--- config.mk ---
export PLATFORM = sky130hd
export DESIGN_NAME = fly_wave_scheduler
export DESIGN_NICKNAME = d
export VERILOG_FILES = /design/src/rtl/fly_wave_scheduler.sv
export SDC_FILE = /design/constraint.sdc
export NUM_CORES = 1
export LEC_CHECK = 0
export BUFFER_PORTS_ARGS = -buffer_cell sky130_fd_sc_hd__clkbuf_2
export CORE_MARGIN = 3
export CORE_UTILIZATION = 58
export CTS_CLUSTER_SIZE = 28
export DETAILED_ROUTE_END_ITERATION = 12
export PLACE_DENSITY = 0.88
export SLEW_MARGIN = 0
export SYNTH_ARGS = -nofsm -noshare
export SYNTH_HDL_FRONTEND = slang
export SYNTH_SLANG_ARGS = --single-unit
--- constraint.sdc ---
create_clock -name clk25 -period 9.2 [get_ports clk25]
set_input_delay 0.46 -clock clk25 [delete_from_list [all_inputs] [get_ports clk25]]
set_output_delay 0.46 -clock clk25 [all_outputs]
set_load 0.02 [all_outputs]
--- src/rtl/fly_wave_scheduler.sv ---
// Wave sequencer and kill bookkeeper for the fly-enemy formation.
// It spawns waves, generates the move_tick cadence, and tracks kills, score, lives and game-over.
// Optional feature macro: FLY_SCHED_BONUS_LIFE_EN. When it is defined, a wave cleared with no
// escapes grants one extra life.
module fly_wave_scheduler #(
  parameter int unsigned N_FLY       = 17,
  parameter int unsigned BASE_PERIOD = 32768,
  parameter int unsigned PERIOD_STEP = 4096,
  parameter int unsigned MIN_PERIOD  = 4096,
  parameter int unsigned START_LIVES = 3,
  parameter int unsigned CLEAR_DELAY = 2500000
) (
  input  logic             clk25,
  input  logic             reset_n,
  input  logic             start,
  input  logic [N_FLY-1:0] fly_alive_flat,
  input  logic             kill_valid,
  input  logic [4:0]       kill_idx,
  output logic             reset_fly,
  output logic             move_tick,
  output logic [N_FLY-1:0] kill_mask,
  output logic [3:0]       wave,
  output logic [15:0]      score,
  output logic [1:0]       lives,
  output logic             game_over,
  output logic [2:0]       state
);

  localparam logic [2:0] StIdle   = 3'd0;
  localparam logic [2:0] StSpawn  = 3'd1;
  localparam logic [2:0] StArm    = 3'd2;
  localparam logic [2:0] StActive = 3'd3;
  localparam logic [2:0] StClear  = 3'd4;
  localparam logic [2:0] StOver   = 3'd5;

  logic [2:0]       state_q, state_d;
  logic [3:0]       wave_q, wave_d;
  logic [15:0]      score_q, score_d;
  logic [1:0]       lives_q, lives_d;
  logic [N_FLY-1:0] kill_mask_q, kill_mask_d;
  logic [N_FLY-1:0] prev_alive_q, prev_alive_d;
  logic [19:0]      tick_cnt_q, tick_cnt_d;
  logic [19:0]      period_q, period_d;
  logic [31:0]      clear_cnt_q, clear_cnt_d;
  logic             escaped_q, escaped_d;
  logic             reset_fly_q, reset_fly_d;
  logic             move_tick_q, move_tick_d;
  logic             game_over_q, game_over_d;

  logic [N_FLY-1:0] kill_onehot;
  logic             kill_ok;
  logic [N_FLY-1:0] escape;
  logic [7:0]       esc_cnt;
  logic [1:0]       lives_esc;
  logic [19:0]      step_total;
  logic [19:0]      spawn_period;

  // Decode the reported kill index; out-of-range indices decode to nothing.
  always_comb begin
    kill_onehot = '0;
    if (32'(kill_idx) < N_FLY) begin
      kill_onehot[kill_idx] = 1'b1;
    end
  end

  assign kill_ok = kill_valid & (|(kill_onehot & fly_alive_flat & ~kill_mask_q));

  // Flies that vanished without being shot count as escapes; popcount them.
  always_comb begin
    escape  = prev_alive_q & ~fly_alive_flat & ~kill_mask_q;
    esc_cnt = '0;
    for (int i = 0; i < int'(N_FLY); i++) begin
      esc_cnt = esc_cnt + 8'(escape[i]);
    end
    if ({6'd0, lives_q} <= esc_cnt) begin
      lives_esc = 2'd0;
    end else begin
      lives_esc = lives_q - esc_cnt[1:0];
    end
  end

  // Period for the upcoming wave, clamped at the floor without wrapping below zero.
  always_comb begin
    step_total = 20'(wave_q) * 20'(PERIOD_STEP);
    if (step_total >= 20'(BASE_PERIOD)) begin
      spawn_period = 20'(MIN_PERIOD);
    end else if ((20'(BASE_PERIOD) - step_total) < 20'(MIN_PERIOD)) begin
      spawn_period = 20'(MIN_PERIOD);
    end else begin
      spawn_period = 20'(BASE_PERIOD) - step_total;
    end
  end

  // Next-state logic for the wave FSM and all bookkeeping registers.
  always_comb begin
    state_d      = state_q;
    wave_d       = wave_q;
    score_d      = score_q;
    lives_d      = lives_q;
    kill_mask_d  = kill_mask_q;
    prev_alive_d = prev_alive_q;
    tick_cnt_d   = tick_cnt_q;
    period_d     = period_q;
    clear_cnt_d  = clear_cnt_q;
    escaped_d    = escaped_q;
    move_tick_d  = 1'b0;

    case (state_q)
      StIdle, StOver: begin
        if (start) begin
          state_d = StSpawn;
          score_d = '0;
          wave_d  = '0;
          lives_d = 2'(START_LIVES);
        end
      end
      StSpawn: begin
        kill_mask_d = '0;
        period_d    = spawn_period;
        escaped_d   = 1'b0;
        state_d     = StArm;
      end
      StArm: begin
        prev_alive_d = fly_alive_flat;
        tick_cnt_d   = '0;
        state_d      = StActive;
      end
      StActive: begin
        prev_alive_d = fly_alive_flat;
        if (tick_cnt_q == period_q - 20'd1) begin
          move_tick_d = 1'b1;
          tick_cnt_d  = '0;
        end else begin
          tick_cnt_d = tick_cnt_q + 20'd1;
        end
        if (kill_ok) begin
          kill_mask_d = kill_mask_q | kill_onehot;
          if (score_q != 16'hFFFF) begin
            score_d = score_q + 16'd1;
          end
        end
        if (|escape) begin
          escaped_d = 1'b1;
        end
        lives_d = lives_esc;
        // Losing the last life wins over a simultaneous wave clear.
        if (lives_esc == 2'd0) begin
          state_d = StOver;
        end else if (~|(fly_alive_flat & ~kill_mask_q)) begin
          state_d     = StClear;
          clear_cnt_d = '0;
        end
      end
      StClear: begin
        if (clear_cnt_q == CLEAR_DELAY - 1) begin
          state_d = StSpawn;
          if (wave_q != 4'd15) begin
            wave_d = wave_q + 4'd1;
          end
`ifdef FLY_SCHED_BONUS_LIFE_EN
          if (!escaped_q && lives_q != 2'd3) begin
            lives_d = lives_q + 2'd1;
          end
`endif
        end else begin
          clear_cnt_d = clear_cnt_q + 32'd1;
        end
      end
      default: begin
        state_d = StIdle;
      end
    endcase

    reset_fly_d = (state_d == StSpawn);
    game_over_d = (state_d == StOver);
  end

  // State and output registers.
  always_ff @(posedge clk25 or negedge reset_n) begin
    if (!reset_n) begin
      state_q      <= StIdle;
      wave_q       <= '0;
      score_q      <= '0;
      lives_q      <= 2'(START_LIVES);
      kill_mask_q  <= '0;
      prev_alive_q <= '0;
      tick_cnt_q   <= '0;
      period_q     <= '0;
      clear_cnt_q  <= '0;
      escaped_q    <= 1'b0;
      reset_fly_q  <= 1'b0;
      move_tick_q  <= 1'b0;
      game_over_q  <= 1'b0;
    end else begin
      state_q      <= state_d;
      wave_q       <= wave_d;
      score_q      <= score_d;
      lives_q      <= lives_d;
      kill_mask_q  <= kill_mask_d;
      prev_alive_q <= prev_alive_d;
      tick_cnt_q   <= tick_cnt_d;
      period_q     <= period_d;
      clear_cnt_q  <= clear_cnt_d;
      escaped_q    <= escaped_d;
      reset_fly_q  <= reset_fly_d;
      move_tick_q  <= move_tick_d;
      game_over_q  <= game_over_d;
    end
  end

  assign reset_fly = reset_fly_q;
  assign move_tick = move_tick_q;
  assign kill_mask = kill_mask_q;
  assign wave      = wave_q;
  assign score     = score_q;
  assign lives     = lives_q;
  assign game_over = game_over_q;
  assign state     = state_q;

endmodule

---- Word-level counts from Yosys, hierarchy flattened ----
Cells that the tools add are included.
word-level totals
  output and inout bits ................... 45
  register bits after elaboration ......... 134
  word-level logic and storage cells ...... 117
operators by class
  bitwise operators ....................... 9
  add/subtract/negate cells ............... 23
  equal/unequal tests ..................... 19
  reductions and logical operators ........ 17
  $lt $le $gt $ge ......................... 6
  mux-type cells .......................... 31
operators with widths
  cell                                                                     number
  32-bit two-way mux                                                       3
  17-bit bitwise AND                                                       5
  8-bit by 1-bit adder with 8-bit output                                   9
  32-bit case mux with 2 select lines                                      1
  20-bit two-way mux                                                       3
  16-bit two-way mux                                                       3
  20-bit case mux with 2 select lines                                      1
  17-bit two-way mux                                                       2
  17-bit NOT                                                               2
  17-bit case mux with 2 select lines                                      1
  17-bit OR reduction                                                      2
  32-bit by 1-bit adder with 32-bit output, second input constant          1
  32-bit by 22-bit equality test with 1-bit output, second input constant  1
  16-bit case mux with 2 select lines                                      1
  20-bit by 1-bit adder with 20-bit output, second input constant          1
  20-bit equality test                                                     1
  20-bit by 13-bit < comparator with 1-bit output, second input constant   1
  20-bit by 1-bit subtractor with 20-bit output, second input constant     1
  17-bit OR                                                                1
  16-bit by 16-bit subtractor with 17-bit output, first input constant     1
  16-bit by 1-bit adder with 16-bit output, second input constant          1
  16-bit greater-or-equal comparator, second input constant                1
  16-bit != test, second input constant                                    1
  2-bit != test, second input constant                                     8
  other kinds (33)                                                         53

---- Depth between registers and ports, before layout ----
  word-level depth ........................ 25
  mapped depth ............................ 17
  depth with buffers taken out ............ 17

---- Least setup slack after synthesis ----
OpenSTA, ideal clock, no wires.
  path kind ............................... register -> register
  from .................................... register kill_mask_q[0], in the netlist kill_mask[0]
  to ...................................... register game_over_q, in the netlist game_over
  required time ........................... 9,080 ps
  clock period less this slack ............ 5,190 ps
  buffers on the path ..................... 0
  path slack .............................. 4,010 ps
  arrival time ............................ 5,070 ps
  stages on the path, launching flop included .. 16
  path through ............................ dfrtp_1 -> nor2_1 -> nand2_1 -> fa_1 -> fa_1 -> inv_1 -> fa_1 -> fa_1 -> fa_1 -> fa_1 -> fa_1 -> o21ai_0 -> nand3_1 -> nor4bb_1 -> a211o_1 -> and3b_1
on the way
  word-level cells in the longest chain between the ends .. 24
  elaborated cells between the ends (all ways) .. 28
  classes of those cells .................. 17 x add/sub; 1 x order compare; 1 x eq/ne; 4 x mux; 3 x bitwise; 2 x reduce/logical
ends and longest elaborated chain
  element                                                                             line     source
  start, declared                                                                     40       logic [N_FLY-1:0] kill_mask_q, kill_mask_d;
  start signal, assigned                                                              199      kill_mask_q <= kill_mask_d;
  17-bit NOT (*)                                                                      70, 149
  17-bit bitwise AND                                                                  70       escape = prev_alive_q & ~fly_alive_flat & ~kill_mask_q;
  1-bit by 1-bit adder with 2-bit output                                              73       esc_cnt = esc_cnt + 8'(escape[i]);
  2-bit by 1-bit adder with 3-bit output                                              73
  3-bit by 1-bit adder with 4-bit output                                              73
  4-bit by 1-bit adder with 5-bit output                                              73
  5-bit by 1-bit adder with 6-bit output                                              73
  6-bit by 1-bit adder with 7-bit output                                              73
  7-bit by 1-bit adder with 8-bit output                                              73
  8-bit by 1-bit adder with 8-bit output (9 in a row)                                 73
  2-bit by 8-bit <= comparator with 1-bit output or 2-bit subtractor (tied branches)  75, 78
  2-bit two-way mux                                                                   75       if ({6'd0, lives_q} <= esc_cnt) begin
  2-bit logical NOT                                                                   147      if (lives_esc == 2'd0) begin
  3-bit two-way mux (*)                                                               147
  3-bit case mux with 5 select lines (*)                                              108      case (state_q)
  3-bit equality test (*)                                                             175      game_over_d = (state_d == StOver);
  via game_over_d                                                                     48       logic game_over_q, game_over_d;
  end signal, assigned                                                                207      game_over_q <= game_over_d;
  end, declared                                                                       48
The timed path passes the listed nets; every way through them passes the cells marked *.
A chain may end at the register's enable or synchronous reset.

---- Final worst setup path ----
  from .................................... register kill_mask_q[15], in the netlist kill_mask[15]
  to ...................................... register clear_cnt_q[1]
on the way
  word-level cells in the longest chain between the ends .. 9
  elaborated cells between the ends (all ways) .. 13
  classes of those cells .................. 3 x add/sub; 1 x order compare; 2 x eq/ne; 1 x mux; 3 x bitwise; 3 x reduce/logical
ends and longest elaborated chain
  element                                                                             line     source
  17-bit NOT (*)                                                                      70, 149
  17-bit bitwise AND                                                                  70
  8-bit by 1-bit adder with 8-bit output (2 in a row)                                 73
  2-bit by 8-bit <= comparator with 1-bit output or 2-bit subtractor (tied branches)  75, 78
  2-bit two-way mux                                                                   75
  2-bit logical NOT                                                                   147
  2-bit != test (no source line)                                                      --
  4-bit AND reduction (no source line) (*)                                            --
  end signal, assigned                                                                203      clear_cnt_q <= clear_cnt_d;
  end, declared                                                                       44       logic [31:0] clear_cnt_q, clear_cnt_d;
Every way passes the cells marked *; elsewhere a longest branch is shown, timed or not.

==> qor.csv <==
metric,value,unit
unrepaired setup endpoints after global routing,no,
IO Port Bufs,70,
setup bufs post-CTS,0,
Worst R2R End,clear_cnt_q[1],
layout cells sized above 1,0.141,
Leakage,3.46,nW
post-route cell area,7990,um^2
Skew-Pair Late Insertion Delay,0.43,ns
Max Freq,170,MHz
Final Hold Vio Count,0,
vias in the first global route,6158,
Fin Clk Skew,0.00816,ns
CTS H-tree depth,4,
Worst setup SP type,register,
most frequent cells in the layout,"117 x dfrtp_1, 114 x nand2_1, 69 x clkbuf_2",
Antenna Cells,0,
crit path time final,5.89,ns
fin. max-slew vios,0,
"EDFF count, synth",0,
Post-DRT Antenna Nets,0,
core area,11700,um^2
"top cells by area, synth","dfrtp_1 42%, nand2_1 6.1%, fa_1 3.4%, o21ai_0 3.1%, nand3_1 3.1%",
"Arr. time, crit path",6.20,ns
Multi-input gate area,3780,um^2
"Seq/Total Area, Yosys",0.423,
"Hold-fix buffers, CTS",0,
Tcrit/Tclk final,0.640,
yosys warns,0,
crit-path max FO,24,
post-synthesis cell area,7040,um^2
R2R Setup Slk,3.31,ns
first-pass GRT wire length,29800,um
initial antenna violation count,0,
Site Rows,39,
CTS resizes,0,
Final Setup Violations,0,
Die ar.,13500,um^2
ys flop type,dfrtp_1,
crit path capture,clear_cnt_q[1],
Routability Congestion,0.961,
clk buf depth,2,
"Reg clk slew, reported paths",0.06,ns
largest net degree at the start of global routing,76,
Register Area,2980,um^2
post-synth top area cell,dfrtp_1,
share of the synthesized area in the top cell type,0.416,
status,completed,
Die W,116,um
WL/cell,17.6,um
root buf cell,clkbuf_16,
Boundary Pins,71,
VDD IR max,0.261,mV
max_cap viols,0,
"Avg Cell Area, Syn",8.88,um^2
Worst Path Required,9.52,ns
Pwr Density,305,nW/um^2
"commonest non-fill, non-tap cell in the layout",dfrtp_1,
drc violations,0,
setup_tns,0,ns
DRT iter0 DRCs,682,
DRT Pass-1 Iters,5,
Synth cell types,68,
Layout area overhead,13.5,%
Vias per Instance,6.38,
Worst Tran Pin Value,0.986,ns
Async SR Flop Fraction,1.00,
Placement Cell Area,7450,um^2
synthesized netlist cell count,793,
WHS,0.0334,ns
critical path class,reg -> reg,
Initial Utilization,0.604,
Crit. End Element,register,
Filler cells,899,
Post-Syn Nets,843,
Worst Hold Class,in -> async,
total CTS buffers,17,
via count,6439,
Slew HR,0.333,
die span in y,116,um
worst r2r src,kill_mask[15],
reg2reg path depth,13,
CTS tree,done,
GR Util All Layers,0.281,
Post-DP HPWL,12300,um
"flops & latches, synth",119,
GRT Residual Overflow,0,
NumNets Final,903,
CTS sink cnt,119,
Worst Setup SP,kill_mask[15],
Routed WL,17800,um
## worst min-delay path by stage
stage / cells after the start / slack, ns / startpoint / end
2_1_floorplan: 0 / 0.16 / reset_n / clear_cnt_q[0]
3_3_place_gp: 2 / 0.45 / prev_alive_q[2] / prev_alive_q[2]
3_5_place_dp: 2 / 0.46 / prev_alive_q[14] / prev_alive_q[14]
4_1_cts: 1 / 0.04 / reset_n / tick_cnt_q[8]
5_1_grt: 1 / 0.07 / reset_n / tick_cnt_q[15]
6_report: 1 / 0.03 / reset_n / tick_cnt_q[15]
## metrics by stage
| stage | power [mW] | util | instances | worst slack [ns] |
|---|---|---|---|---|
| 5_1_grt | 2.63 | 0.685 | 1009 | 3.03 |
| 3_3_place_gp | 1.74 | 0.639 | 977 | 3.36 |
| 4_1_cts | 2.43 | 0.685 | 1009 | 3.31 |
| 2_1_floorplan | 1.53 | - | 793 | 4.01 |
| 3_5_place_dp | 1.80 | 0.639 | 977 | 3.21 |
| 6_report | 2.44 | 0.685 | 1009 | 3.31 |
## Yosys cell counts, drive strengths merged (2+ instances only)
cell type and count:
a211oi 2, a22o 3, a21o 4, clkbuf 24
or3b 4, o311ai 7, nor2 54, xor2 18
nor4 19, a31oi 9, buf 9, nand2b 15
o21ai 50, mux2i 4, o21a 19, and4 6
or4b 3, inv 33, ha 12, or2 4
fa 12, dfstp 2, nor3b 19, nor2b 8
nand3b 9, nand4 21, and2 6, nand2 114
a21oi 34, or4 7, nor4bb 2, nor3 21
dfrtp 117, and3b 3, xnor2 11, and3 15
o31ai 5, or3 21, nor4b 2, nand3 43
o22ai 3, a2111oi 2
## kinds of logic (layout without fill, tap and decap cells)
kind of cell | Yosys count | in the layout | synth area share
AOI/OAI and AO/OA | 152 | 152 | 0.137
xor gates and xnor gates | 29 | 29 | 0.0361
adders and majority gates | 24 | 24 | 0.0554
buffers and inverters | 66 | 139 | 0.0396
DFF | 119 | 119 | 0.423
muxes | 4 | 4 | 0.00569
and+or+nand+nor | 399 | 399 | 0.303
## metal layers
metal  up-vias  part of all wire  track usage
li1       2978                 -            -
met1      3092              0.42        0.381
met2       308              0.47        0.431
met3        61             0.076       0.0694
met4         0             0.035        0.126
met5         -                 0            0
## sequential cells by signal (all words and copies together) (netlist names)
register      cells
period_q          5
tick_cnt_q       20
score            16
move_tick         1
lives             2
wave              4
reset_fly         1
kill_mask        17
prev_alive_q     17
state             3
clear_cnt_q      32
game_over         1
## cell type report
class                      count  area share
sequential                   119       0.373
multi-input combinational    608       0.473
timing repair buffer          74      0.0479
tap                          143      0.0224
clock inverter                15      0.0149
clock buffer                  17      0.0532
inverter                      33      0.0155
## worst max-delay path, stage by stage (launching register included)
cell and delay [ns]:
dfrtp_1 0.42, nor3b_1 0.32, fa_1 0.52, fa_1 0.56, fa_1 0.46, fa_1 0.53
fa_1 0.49, fa_1 0.51, fa_1 0.40, nor3_1 0.20, and3_1 0.25, and4_1 0.77
nor2_1 0.12, a32o_1 0.23
## report_power, final
| part | switching (mW) | internal (mW) | total, mW |
|---|---|---|---|
| sequential | 0.100 | 0.623 | 0.723 |
| clock | 0.264 | 0.348 | 0.612 |
| combinational | 0.690 | 0.416 | 1.11 |
No activity file was read; power rests on OpenSTA's default activity.
